--- src/rtl/si5340_cfg_sequencer.sv ---
// Si5340 power-up configuration sequencer: walks the config ROM and emits
// paged I2C register writes on a one-byte-outstanding command interface.
module si5340_cfg_sequencer #(
  parameter int unsigned WORD_NUMBER  = 326,
  parameter int unsigned MEM_WIDTH    = 24,
  parameter logic [6:0]  SLAVE_ADDR   = 7'h74,
  parameter int unsigned DELAY_INDEX  = 2,
  parameter int unsigned DELAY_CYCLES = 37_500_000,
  parameter int unsigned MAX_RETRY    = 3
) (
  input  logic                           clk_i,
  input  logic                           arstn_i,
  input  logic                           start_i,
  output logic [$clog2(WORD_NUMBER)-1:0] rom_addr_o,
  input  logic [MEM_WIDTH-1:0]           rom_data_i,
  output logic                           cmd_valid_o,
  input  logic                           cmd_ready_i,
  output logic [7:0]                     cmd_data_o,
  output logic                           cmd_start_o,
  output logic                           cmd_stop_o,
  input  logic                           rsp_valid_i,
  input  logic                           rsp_nack_i,
  output logic                           busy_o,
  output logic                           done_o,
  output logic                           error_o,
  output logic [$clog2(WORD_NUMBER)-1:0] fail_index_o
);

  localparam int unsigned AW = $clog2(WORD_NUMBER);
  localparam int unsigned CW = (DELAY_CYCLES < 2) ? 1 : $clog2(DELAY_CYCLES + 1);
  localparam int unsigned RW = (MAX_RETRY < 2) ? 1 : $clog2(MAX_RETRY + 1);

  localparam logic [AW-1:0] LAST_IDX  = AW'(WORD_NUMBER - 1);
  localparam logic [AW-1:0] PAUSE_IDX = AW'(DELAY_INDEX);
  localparam logic [CW-1:0] PAUSE_LEN = CW'(DELAY_CYCLES);
  localparam logic [RW-1:0] RETRY_LIM = RW'(MAX_RETRY);
  localparam logic [7:0]    ADDR_WR   = {SLAVE_ADDR, 1'b0};

  typedef enum logic [3:0] {
    S_IDLE, S_FETCH, S_LATCH, S_PAGE, S_WRITE,
    S_WAIT_RSP, S_PAUSE, S_NEXT, S_DONE, S_ERROR
  } state_t;

  state_t               r_state;
  logic [AW-1:0]        r_index;
  logic [MEM_WIDTH-1:0] r_word;
  logic [7:0]           r_page;
  logic                 r_page_valid;
  logic                 r_txn_page;
  logic [1:0]           r_byte;
  logic [RW-1:0]        r_retry;
  logic [CW-1:0]        r_pause;

  logic [7:0] w_byte_data;
  logic       w_is_page;

  always_comb begin
    w_is_page   = (r_state == S_PAGE);
    w_byte_data = ADDR_WR;
    unique case (r_byte)
      2'd0:    w_byte_data = ADDR_WR;
      2'd1:    w_byte_data = w_is_page ? 8'h01 : r_word[15:8];
      default: w_byte_data = w_is_page ? r_word[23:16] : r_word[7:0];
    endcase
  end

  always_ff @(posedge clk_i or negedge arstn_i) begin
    if (!arstn_i) begin
      r_state      <= S_IDLE;
      r_index      <= '0;
      r_word       <= '0;
      r_page       <= '0;
      r_page_valid <= 1'b0;
      r_txn_page   <= 1'b0;
      r_byte       <= '0;
      r_retry      <= '0;
      r_pause      <= '0;
      rom_addr_o   <= '0;
      cmd_valid_o  <= 1'b0;
      cmd_data_o   <= '0;
      cmd_start_o  <= 1'b0;
      cmd_stop_o   <= 1'b0;
      busy_o       <= 1'b0;
      done_o       <= 1'b0;
      error_o      <= 1'b0;
      fail_index_o <= '0;
    end else begin
      unique case (r_state)
        S_IDLE, S_DONE, S_ERROR: begin
          if (start_i) begin
            r_index      <= '0;
            rom_addr_o   <= '0;
            r_page_valid <= 1'b0;
            r_retry      <= '0;
            done_o       <= 1'b0;
            error_o      <= 1'b0;
            busy_o       <= 1'b1;
            r_state      <= S_FETCH;
          end
        end
        S_FETCH: r_state <= S_LATCH;
        S_LATCH: begin
          // Page decision uses the ROM word directly; r_word is loaded in the same edge.
          r_word <= rom_data_i;
          r_byte <= '0;
          if (!r_page_valid || (rom_data_i[23:16] != r_page)) begin
            r_txn_page <= 1'b1;
            r_state    <= S_PAGE;
          end else begin
            r_txn_page <= 1'b0;
            r_state    <= S_WRITE;
          end
        end
        S_PAGE, S_WRITE: begin
          if (!cmd_valid_o) begin
            cmd_valid_o <= 1'b1;
            cmd_data_o  <= w_byte_data;
            cmd_start_o <= (r_byte == 2'd0);
            cmd_stop_o  <= (r_byte == 2'd2);
          end else if (cmd_ready_i) begin
            cmd_valid_o <= 1'b0;
            cmd_start_o <= 1'b0;
            cmd_stop_o  <= 1'b0;
            r_state     <= S_WAIT_RSP;
          end
        end
        S_WAIT_RSP: begin
          if (rsp_valid_i) begin
            if (rsp_nack_i) begin
              if (r_retry == RETRY_LIM) begin
                busy_o       <= 1'b0;
                error_o      <= 1'b1;
                fail_index_o <= r_index;
                r_state      <= S_ERROR;
              end else begin
                r_retry <= r_retry + RW'(1);
                r_byte  <= '0;
                if (r_txn_page) begin
                  r_page_valid <= 1'b0;
                  r_state      <= S_PAGE;
                end else begin
                  r_state <= S_WRITE;
                end
              end
            end else if (r_byte == 2'd2) begin
              r_byte <= '0;
              if (r_txn_page) begin
                r_page       <= r_word[23:16];
                r_page_valid <= 1'b1;
                r_txn_page   <= 1'b0;
                r_state      <= S_WRITE;
              end else if (r_index == PAUSE_IDX) begin
                r_pause <= PAUSE_LEN;
                r_state <= S_PAUSE;
              end else begin
                r_state <= S_NEXT;
              end
            end else begin
              r_byte  <= r_byte + 2'd1;
              r_state <= r_txn_page ? S_PAGE : S_WRITE;
            end
          end
        end
        S_PAUSE: begin
          if (r_pause <= CW'(1)) r_state <= S_NEXT;
          else                   r_pause <= r_pause - CW'(1);
        end
        S_NEXT: begin
          if (r_index == LAST_IDX) begin
            busy_o  <= 1'b0;
            done_o  <= 1'b1;
            r_state <= S_DONE;
          end else begin
            r_index    <= r_index + AW'(1);
            rom_addr_o <= r_index + AW'(1);
            r_retry    <= '0;
            r_state    <= S_FETCH;
          end
        end
        default: r_state <= S_IDLE;
      endcase
    end
  end

endmodule

--- config.mk ---
export PLATFORM = sky130hd
export DESIGN_NAME = si5340_cfg_sequencer
export DESIGN_NICKNAME = d
export VERILOG_FILES = /design/src/rtl/si5340_cfg_sequencer.sv
export SDC_FILE = /design/constraint.sdc
export NUM_CORES = 1
export LEC_CHECK = 0
export CAP_MARGIN = 5
export CORE_AREA = 2 2 119 121
export DETAILED_ROUTE_END_ITERATION = 12
export DIE_AREA = 0 0 121 123
export PLACE_DENSITY_LB_ADDON = 0.1
export SLEW_MARGIN = 20
export SYNTH_ARGS = -nofsm -noshare
export SYNTH_HDL_FRONTEND = slang
export SYNTH_SLANG_ARGS = --single-unit
export TNS_END_PERCENT = 100
--- constraint.sdc ---
create_clock -name clk_i -period 3.15 [get_ports clk_i]
set_input_delay 0.7875 -clock clk_i [delete_from_list [all_inputs] [get_ports clk_i]]
set_output_delay 0.7875 -clock clk_i [all_outputs]
set_load 0.01 [all_outputs]
Yosys cells after proc, flatten, opt, wreduce, memory -nomap -nowiden
Index checks and enable logic that the tools add are counted.

storage, ports and cells
  register bits after elaboration = 100
  input bits = 30
  word-level logic and storage cells = 151

cells by class
  add/subtract/negate cells = 4
  magnitude comparators = 1
  equal/unequal tests = 34
  multiplexer cells = 68
  bitwise logic cells = 2
  reductions and logical operators = 25

operator list
  kind                                                             number
  two-way mux 26 bit                                               6
  case mux 26 bit (2 select lines)                                 1
  two-way mux 4 bit                                                9
  != test 2 bit, second input constant                             16
  case mux 4 bit (7 select lines)                                  1
  less-or-equal comparator 26 x 1 -> 1 bit, second input constant  1
  two-way mux 1 bit                                                26
  subtractor 26 x 1 -> 26 bit, second input constant               1
  two-way mux 2 bit                                                10
  two-way mux 9 bit                                                2
  case mux 9 bit (2 select lines)                                  1
  AND reduction 6 bit                                              3
  == test 4 x 3 -> 1 bit, second input constant                    4
  two-way mux 8 bit                                                2
  case mux 8 bit (2 select lines)                                  1
  AND reduction 5 bit                                              3
  adder 9 x 1 -> 9 bit, second input constant                      1
  == test 9 x 2 -> 1 bit, second input constant                    1
  == test 9 bit, second input constant                             1
  AND reduction 3 bit                                              3
  == test 4 x 2 -> 1 bit, second input constant                    2
  == test 4 bit, second input constant                             2
  != test 8 bit                                                    1
  case mux 1 bit (2 select lines)                                  4
  22 further kinds                                                 32

Depth between registers and ports, before layout
Gate-level depths: netlist of the first run.

  word-level depth = 7
  depth in mapped cells = 9
  depth with buffers taken out = 7

Least setup slack after synthesis of the first run
Ideal clock, no wire load.

  path type = reg2reg
  start = register r_index[0]
  end = register r_pause[11]
  data arrival time = 2.429 ns
  data required time = 3.071 ns
  path slack = 0.641 ns
  cell stages (with the launch flop) = 9
  buffers on the path = 1
  clock period less this slack = 2.509 ns
  path through = dfrtp_1 inv_1 ha_1 or4b_1 nor4_4 o21ai_0 buf_2 nor4b_1 mux2i_1

on the way
  cells in the longest elaborated chain, start to end = 3

RTL lines
  item                           RTL line  source
  start, declared                45        logic [AW-1:0] r_index;
  start signal, assigned         174       r_index <= r_index + AW'(1);
  == test 9 x 2 -> 1 bit         152       end else if (r_index == PAUSE_IDX) begin
  != test 2 bit (no line)        -
  AND reduction 7 bit (no line)  -
  end signal, assigned           166       else r_pause <= r_pause - CW'(1);
  end, declared                  52        logic [CW-1:0] r_pause;

Every way passes these cells.
A chain may end at the register's enable or synchronous reset.

Worst setup path after layout of the first run
  start = register r_index[1]
  end = register r_pause[11]

Same word-level chain as after synthesis.

==> results of run 1 <==
==> registers in the layout, indices dropped and copies added, names as in the netlist, 2 cells and up <==
register,flops
r_byte,2
r_pause,26
r_retry,2
cmd_data_o,8
fail_index_o,9
r_page,8
r_index,9
r_state,4
r_word,24
==> metrics by stage <==
| stage | hold WS, ps | power (mW) |
|---|---|---|
| floorplan | 475.3 | 3.729 |
| global route | 472.3 | 6.120 |
| global placement | 465.1 | 4.635 |
| detailed placement | 473.7 | 4.682 |
| finish | 429.9 | 5.671 |
| CTS | 451.3 | 5.747 |
==> power by group <==
group	internal [mW]	switching (mW)	leakage [nW]
clock network	0.536	0.486	0.133
logic	1.24	1.24	1.32
registers	1.76	0.402	1.29
total	3.54	2.13	2.74
==> worst max-delay path: stages (launching register included) <==
cell and delay, ps:
sky130_fd_sc_hd__dfrtp_1 450, sky130_fd_sc_hd__ha_1 190, sky130_fd_sc_hd__or4b_1 570, sky130_fd_sc_hd__nor4_4 420, sky130_fd_sc_hd__o21ai_0 320, sky130_fd_sc_hd__buf_4 240
sky130_fd_sc_hd__nor4b_1 340, sky130_fd_sc_hd__mux2i_1 230
==> routing by layer <==
metal / wire, um / share of wire (%)
met4: 171 / 1.3
met2: 6341 / 49
met5: 0 / 0
met3: 521 / 4.1
met1: 5828 / 45
==> cell usage in the layout (no fill, tap or decap), drive strengths merged, types with 4 or more instances in the layout <==
cell type	n
nand3	13
or3b	5
buf	25
mux2	48
mux2i	17
ha	8
nor3	18
nor2	37
a31oi	7
clkbuf	10
a21oi	18
clkdlybuf4s50	60
nand4	6
dfrtp	100
or4	9
a22o	4
a211oi	9
a2111oi	4
o31ai	8
and2	7
nand2	42
or3	11
xnor2	15
inv	20
o21ai	20
nand2b	15
nor4	11
==> worst paths after layout <==
path	end	start	slack [ps]
min in group clk_i	fail_index_o[4]$_DFFE_PN0P_	fail_index_o[4]$_DFFE_PN0P_	480
hold reg to reg	fail_index_o[4]$_DFFE_PN0P_	fail_index_o[4]$_DFFE_PN0P_	480
max in group asynchronous	r_index[6]$_DFFE_PN0P_	arstn_i	2000
setup reg to reg	r_pause[11]$_DFFE_PN0P_	r_index[1]$_DFFE_PN0P_	320
setup / recovery	r_pause[11]$_DFFE_PN0P_	r_index[1]$_DFFE_PN0P_	320
hold / removal	r_pause[19]$_DFFE_PN0P_	arstn_i	430
==> cell families (layout without fill, tap and decap cells) <==
family,Yosys count,count (layout)
flops,100,100
compound gates,93,93
mux,65,65
buf+inv,45,118
xor+xnor,15,15
simple gates,191,191
fa+ha+maj,8,8
==> final cells by class <==
class	count	area, um2	area share [%]
multi-input combinational	372	2650	40.70
sequential	100	2502	38.43
timing repair buffer	85	800.8	12.30
clock buffer	10	229.0	3.517
tap	180	225.2	3.459
inverter	18	67.56	1.038
clock inverter	5	36.28	0.5573
==> flow_metrics.py, run 1 <==
metrics = {
    "logic_synthesis": {
        "netlist.top_cell.by_area": "sky130_fd_sc_hd__dfrtp_1",
        "synthTopCellsByArea": "sky130_fd_sc_hd__dfrtp_1 (47%), sky130_fd_sc_hd__mux2_2 (10%), sky130_fd_sc_hd__mux2i_1 (3.2%), sky130_fd_sc_hd__nand2_1 (3.0%), sky130_fd_sc_hd__nor2_1 (2.6%)",
        "synthesis.yosys.warnings": 0,
        "synth_seq_area_share_pct": 46.88,
        "number_of_instances_in_the_synthesized_netlist": 517,
        "main_combinational_cell_family_by_area_after_synthesis": "simple AND/OR/NAND/NOR gates",
        "synth_most_common_cell": "sky130_fd_sc_hd__dfrtp_1",
        "ys_ff_latch": 100,
        "net_count_after_synthesis": 555,
        "synth-async-reset-ratio_pct": 100.0,
        "postSynthAreaPerCell_um2": 10.32,
        "yosysTopAreaCellShare_pct": 46.88,
        "syn-cell-area_um2": 5338,
        "yosys.cell_types.count": 62,
        "yosys.area_share.simple_pct": 19.71,
        "synth_edf_count": 0,
        "post_synth_xor_area_fraction_pct": 2.461,
        "synth_commonest_cells": "sky130_fd_sc_hd__dfrtp_1 (100), sky130_fd_sc_hd__mux2_2 (48), sky130_fd_sc_hd__nand2_1 (42), sky130_fd_sc_hd__nor2_1 (37), sky130_fd_sc_hd__o21ai_0 (19)",
        "post_synth_mux_area_share_pct": 13.31,
        "synth_compound_gate_area_share_pct": 12.19,
        "synth_flop_cell": "sky130_fd_sc_hd__dfrtp_1",
        "synth_fa_ha_area_share_pct": 1.875,
    },
    "power": {
        "power_leakage_nw": 2.740,
        "power.density_cell_area_nw_per_um2": 870.9,
        "worst_ir_drop_vdd_mv": 0.4567,
    },
    "clock_tree": {
        "cts.htree.levels": 3,
        "post_cts_resized": 0,
        "clk_root_buffer_cell": "sky130_fd_sc_hd__clkbuf_16",
        "cts.hold.buffers_added": 0,
        "ctsLongestPathBuffers": 2,
        "clk_latency_ps": 350,
        "clkSlewWorstSetupHoldPaths_ps": 70,
        "cts_tree": "done",
        "numCtsBuffers": 9,
        "cts.repair_timing.setup_buffer_count": 0,
        "tritoncts_num_sinks": 100,
    },
    "timing": {
        "timing.slew.headroom_pct": 59.79,
        "worst_setup_skew_after_layout_ps": 9.087,
        "final_critical_path_setup_slack_ps": 317.4,
        "layout_worst_path_cycle_share_pct": 89.93,
        "worst_tran_pin_value_ps": 597.7,
        "setup_viol": 0,
        "slew_viol_final": 0,
        "layout_min_cycle_time_ps": 2833,
        "grt_setup_unrepaired": "false",
        "final-hold-violation-count": 0,
        "fmax_ghz": 0.3530,
        "setup-tns-final_ps": 0,
    },
    "grt": {
        "grtUsageTotal_pct": 18.73,
        "groute.layer.met3.usage_pct": 4.474,
        "first_global_vias": 4388,
        "antenna_found_initial": 0,
        "grt_most_used_layer": "met2",
        "grt-ovfl-total": 0,
        "grt_util_met2_pct": 31.25,
        "grt_pass1_wl_um": 21990,
        "grt_start_max_net_pins": 61,
        "gr-usage-met1_pct": 24.55,
    },
    "drt": {
        "detail_route.wirelength_um": 12860,
        "ant_nets": 0,
        "detail_route.vias_per_cell": 5.461,
        "remaining_design_rule_violation_count": 0,
        "drt_pre_antenna_iters": 4,
        "first_iter_violations": 258,
        "post_drt_wl_per_cell_um": 16.70,
        "vias": 4205,
    },
    "floorplan": {
        "row_count": 43,
        "core_outline_area_um2": 13610,
        "ioPinCount": 62,
        "dieWidth_um": 121,
        "effective_utilization_at_floorplan_pct": 39.21,
        "floorplan_die_area_um2": 14880,
        "die_h_um": 123,
    },
    "layout": {
        "fill_cell_total_of_the_finished_layout": 1312,
        "stdcell_area_um2": 6511,
        "final_cells": 770,
        "insertedDiodeCount": 0,
        "post-route-util_pct": 47.84,
        "syn2layout_area_growth_pct": 21.99,
        "finish.net_count": 624,
        "drive_gt1_share_pct": 17.12,
    },
    "setup_path": {
        "worst-endpoint-arrival_ps": 3100,
        "crit_required_ps": 3420,
        "timing.critical_path.to_type": "register",
        "crit_path_start_kind": "register",
        "r2r_cells": 7,
        "timing_worst_setup_path_type": "register to register",
        "path_max_fanout": 7,
    },
    "place": {
        "place_worst_setup_slack_ps": -3.569,
        "gp_congestion": 0.8424,
        "post_place_cell_area_um2": 6246,
        "placement.io_buffers": 61,
        "detailedPlacementHpwl_um": 9160,
        "dp.cells": 755,
    },
    "flow_run": {
        "cap_viol_max_count": 0,
    },
    "status": {
        "run_status": "finished, final reports clean",
    },
    "min_path": {
        "timing.hold.worst.class": "input port to asynchronous set/reset pin",
    },
}
No activity file was read; power rests on OpenSTA's default activity.
==> run 2, diff against run 1 <==
- CORE_AREA: 2 2 119 121 -> 2 2 107 135
- DIE_AREA: 0 0 121 123 -> 0 0 109 137
- clock period: 3.15 -> 2.77 ns (I/O delays scaled with it)
==> run 2 against run 1 <==
Die area is 0.34% higher. Routed wire length is 4.4% higher. Via count is 1.5% higher. Final cell count is 2.9% higher.
==> flow_metrics.py, run 2 (synthesis results as in run 1) <==
metrics = {
    "status": {
        "run_status": "finished, final reports clean",
    },
    "floorplan": {
        "core_outline_area_um2": 13630,
        "floorplan_die_area_um2": 14930,
        "row_count": 48,
        "effective_utilization_at_floorplan_pct": 39.15,
        "dieWidth_um": 109,
        "ioPinCount": 62,
        "die_h_um": 137,
    },
    "place": {
        "gp_congestion": 0.8625,
        "detailedPlacementHpwl_um": 9741,
        "post_place_cell_area_um2": 6420,
        "placement.io_buffers": 61,
    },
    "clock_tree": {
        "clk_latency_ps": 360,
        "cts.hold.buffers_added": 0,
        "cts.htree.levels": 3,
        "numCtsBuffers": 9,
        "clkSlewWorstSetupHoldPaths_ps": 80,
        "cts_tree": "done",
        "ctsLongestPathBuffers": 2,
        "clk_root_buffer_cell": "sky130_fd_sc_hd__clkbuf_16",
        "tritoncts_num_sinks": 100,
    },
    "setup_path": {
        "timing_worst_setup_path_type": "register to register",
        "worst-endpoint-arrival_ps": 2910,
        "r2r_setup_slack_ps": 140,
        "crit_path_start_kind": "register",
        "crit_required_ps": 3050,
        "timing.critical_path.to_type": "register",
        "path_max_fanout": 10,
    },
    "power": {
        "worst_ir_drop_vdd_mv": 0.4322,
        "report.power.total_mw": 6.860,
        "power.density_cell_area_nw_per_um2": 1012,
        "power_leakage_nw": 2.897,
    },
    "layout": {
        "fill_cell_total_of_the_finished_layout": 1248,
        "registers.top_by_ff_count": "r_pause",
        "finish.net_count": 650,
        "stdcell_area_um2": 6780,
        "post-route-util_pct": 49.73,
        "insertedDiodeCount": 0,
        "final_cell_mix": "sky130_fd_sc_hd__dfrtp_1 (100), sky130_fd_sc_hd__clkdlybuf4s50_1 (60), sky130_fd_sc_hd__buf_4 (50), sky130_fd_sc_hd__mux2_2 (48), sky130_fd_sc_hd__nand2_1 (42)",
        "ff_latch_area_um2": 2502,
        "drive_gt1_share_pct": 21.39,
        "syn2layout_area_growth_pct": 27.03,
        "multiInputGateArea_um2": 2665,
        "reg_top3": "r_pause: 26 flops, r_word: 24 flops",
        "layout.cells.most_common": "sky130_fd_sc_hd__dfrtp_1",
        "number_of_flip_flops_under_the_largest_register_name": 26,
    },
    "drt": {
        "first_iter_violations": 211,
        "vias": 4266,
        "drt_pre_antenna_iters": 4,
        "ant_nets": 0,
        "post_drt_wl_per_cell_um": 16.96,
        "detail_route.wirelength_um": 13430,
        "remaining_design_rule_violation_count": 0,
        "detail_route.vias_per_cell": 5.386,
    },
    "grt": {
        "grt_pass1_wl_um": 22370,
        "grtUsageTotal_pct": 19.35,
        "first_global_vias": 4365,
        "grt_start_max_net_pins": 45,
        "grt-ovfl-total": 0,
        "antenna_found_initial": 0,
    },
    "timing": {
        "layout_worst_path_cycle_share_pct": 94.99,
        "worst_setup_skew_after_layout_ps": 12.75,
        "setup_viol": 0,
        "slew_viol_final": 0,
        "timing.slew.headroom_pct": 56.88,
        "worst_tran_pin_value_ps": 630.4,
        "fmax_ghz": 0.3800,
        "grt_setup_unrepaired": "true",
        "final-hold-violation-count": 0,
        "setup-tns-final_ps": 0,
        "hold_ws_ps": 317.4,
        "layout_min_cycle_time_ps": 2631,
    },
    "flow_run": {
        "cap_viol_max_count": 0,
    },
    "min_path": {
        "timing.hold.worst.class": "input port to asynchronous set/reset pin",
    },
}
run 2: cell count changes in the layout (fill, tap and decap cells not counted), sizes merged:
cell      before  now
clkinv         3    1
bufinv         0    2
inv           20   21
clkinvlp       0    1
buf           25   51
clkbuf        10    9
run 2: repair_timing:
action / 4_1_cts / 5_1_grt
endpoints found under the setup margin: 0 / 9
endpoints found under the hold margin: 0 / 0
resized for setup: 0 / 3
buffers inserted: 0 / 2
run 2: power breakdown:
| part | internal [mW] | total, mW | switching, mW |
|---|---|---|---|
| Combinational | 1.52 | 2.98 | 1.46 |
| Clock | 0.807 | 1.42 | 0.612 |
| Sequential | 2.00 | 2.46 | 0.464 |
run 2: stage by stage:
stage / cells / setup WS (ps)
after floorplan: 517 / 261.5
after global placement: 774 / -154.2
after detailed placement: 774 / -273.6
after CTS: 790 / 63.44
after global routing: 792 / -10.39
final: 792 / 138.7
run 2: metal layers:
metal / routed length, um / share of wire (%) / track usage (%)
met1: 5895 / 44 / 24.62
met2: 6900 / 51 / 33.13
met3: 425 / 3.2 / 2.429
met4: 207 / 1.5 / 7.692
met5: 0 / 0 / 0
run 2: final timing paths:
| kind | startpoint | endpoint | depth (start not counted) |
|---|---|---|---|
| min reg2reg | fail_index_o[4]$_DFFE_PN0P_ | fail_index_o[4]$_DFFE_PN0P_ | 2 |
| max | r_index[0]$_DFFE_PN0P_ | r_pause[4]$_DFFE_PN0P_ | 10 |
| max in group asynchronous | arstn_i | r_index[3]$_DFFE_PN0P_ | 2 |
| max reg2reg | r_index[0]$_DFFE_PN0P_ | r_pause[4]$_DFFE_PN0P_ | 10 |
| min | arstn_i | cmd_data_o[0]$_DFFE_PN0P_ | 1 |
| min in group clk_i | fail_index_o[4]$_DFFE_PN0P_ | fail_index_o[4]$_DFFE_PN0P_ | 2 |
run 2: critical path, stage by stage, from the launching register on:
cell and delay [ps]:
sky130_fd_sc_hd__dfrtp_1 380, sky130_fd_sc_hd__inv_1 70, sky130_fd_sc_hd__ha_1 140, sky130_fd_sc_hd__or4b_4 500, sky130_fd_sc_hd__nor4_4 260, sky130_fd_sc_hd__buf_4 200, sky130_fd_sc_hd__nor4_4 40, sky130_fd_sc_hd__buf_4 180
sky130_fd_sc_hd__buf_4 170, sky130_fd_sc_hd__or4_1 460, sky130_fd_sc_hd__a21oi_1 150
run 2: cell type report:
cell class | instances | area share [%]
clock buffers | 9 | 3.322
flip-flops and latches | 100 | 36.91
inverters | 18 | 0.9965
repair buffers | 111 | 14.69
clock inverters | 7 | 1.550
well taps | 175 | 3.229
multi-input cells | 372 | 39.31
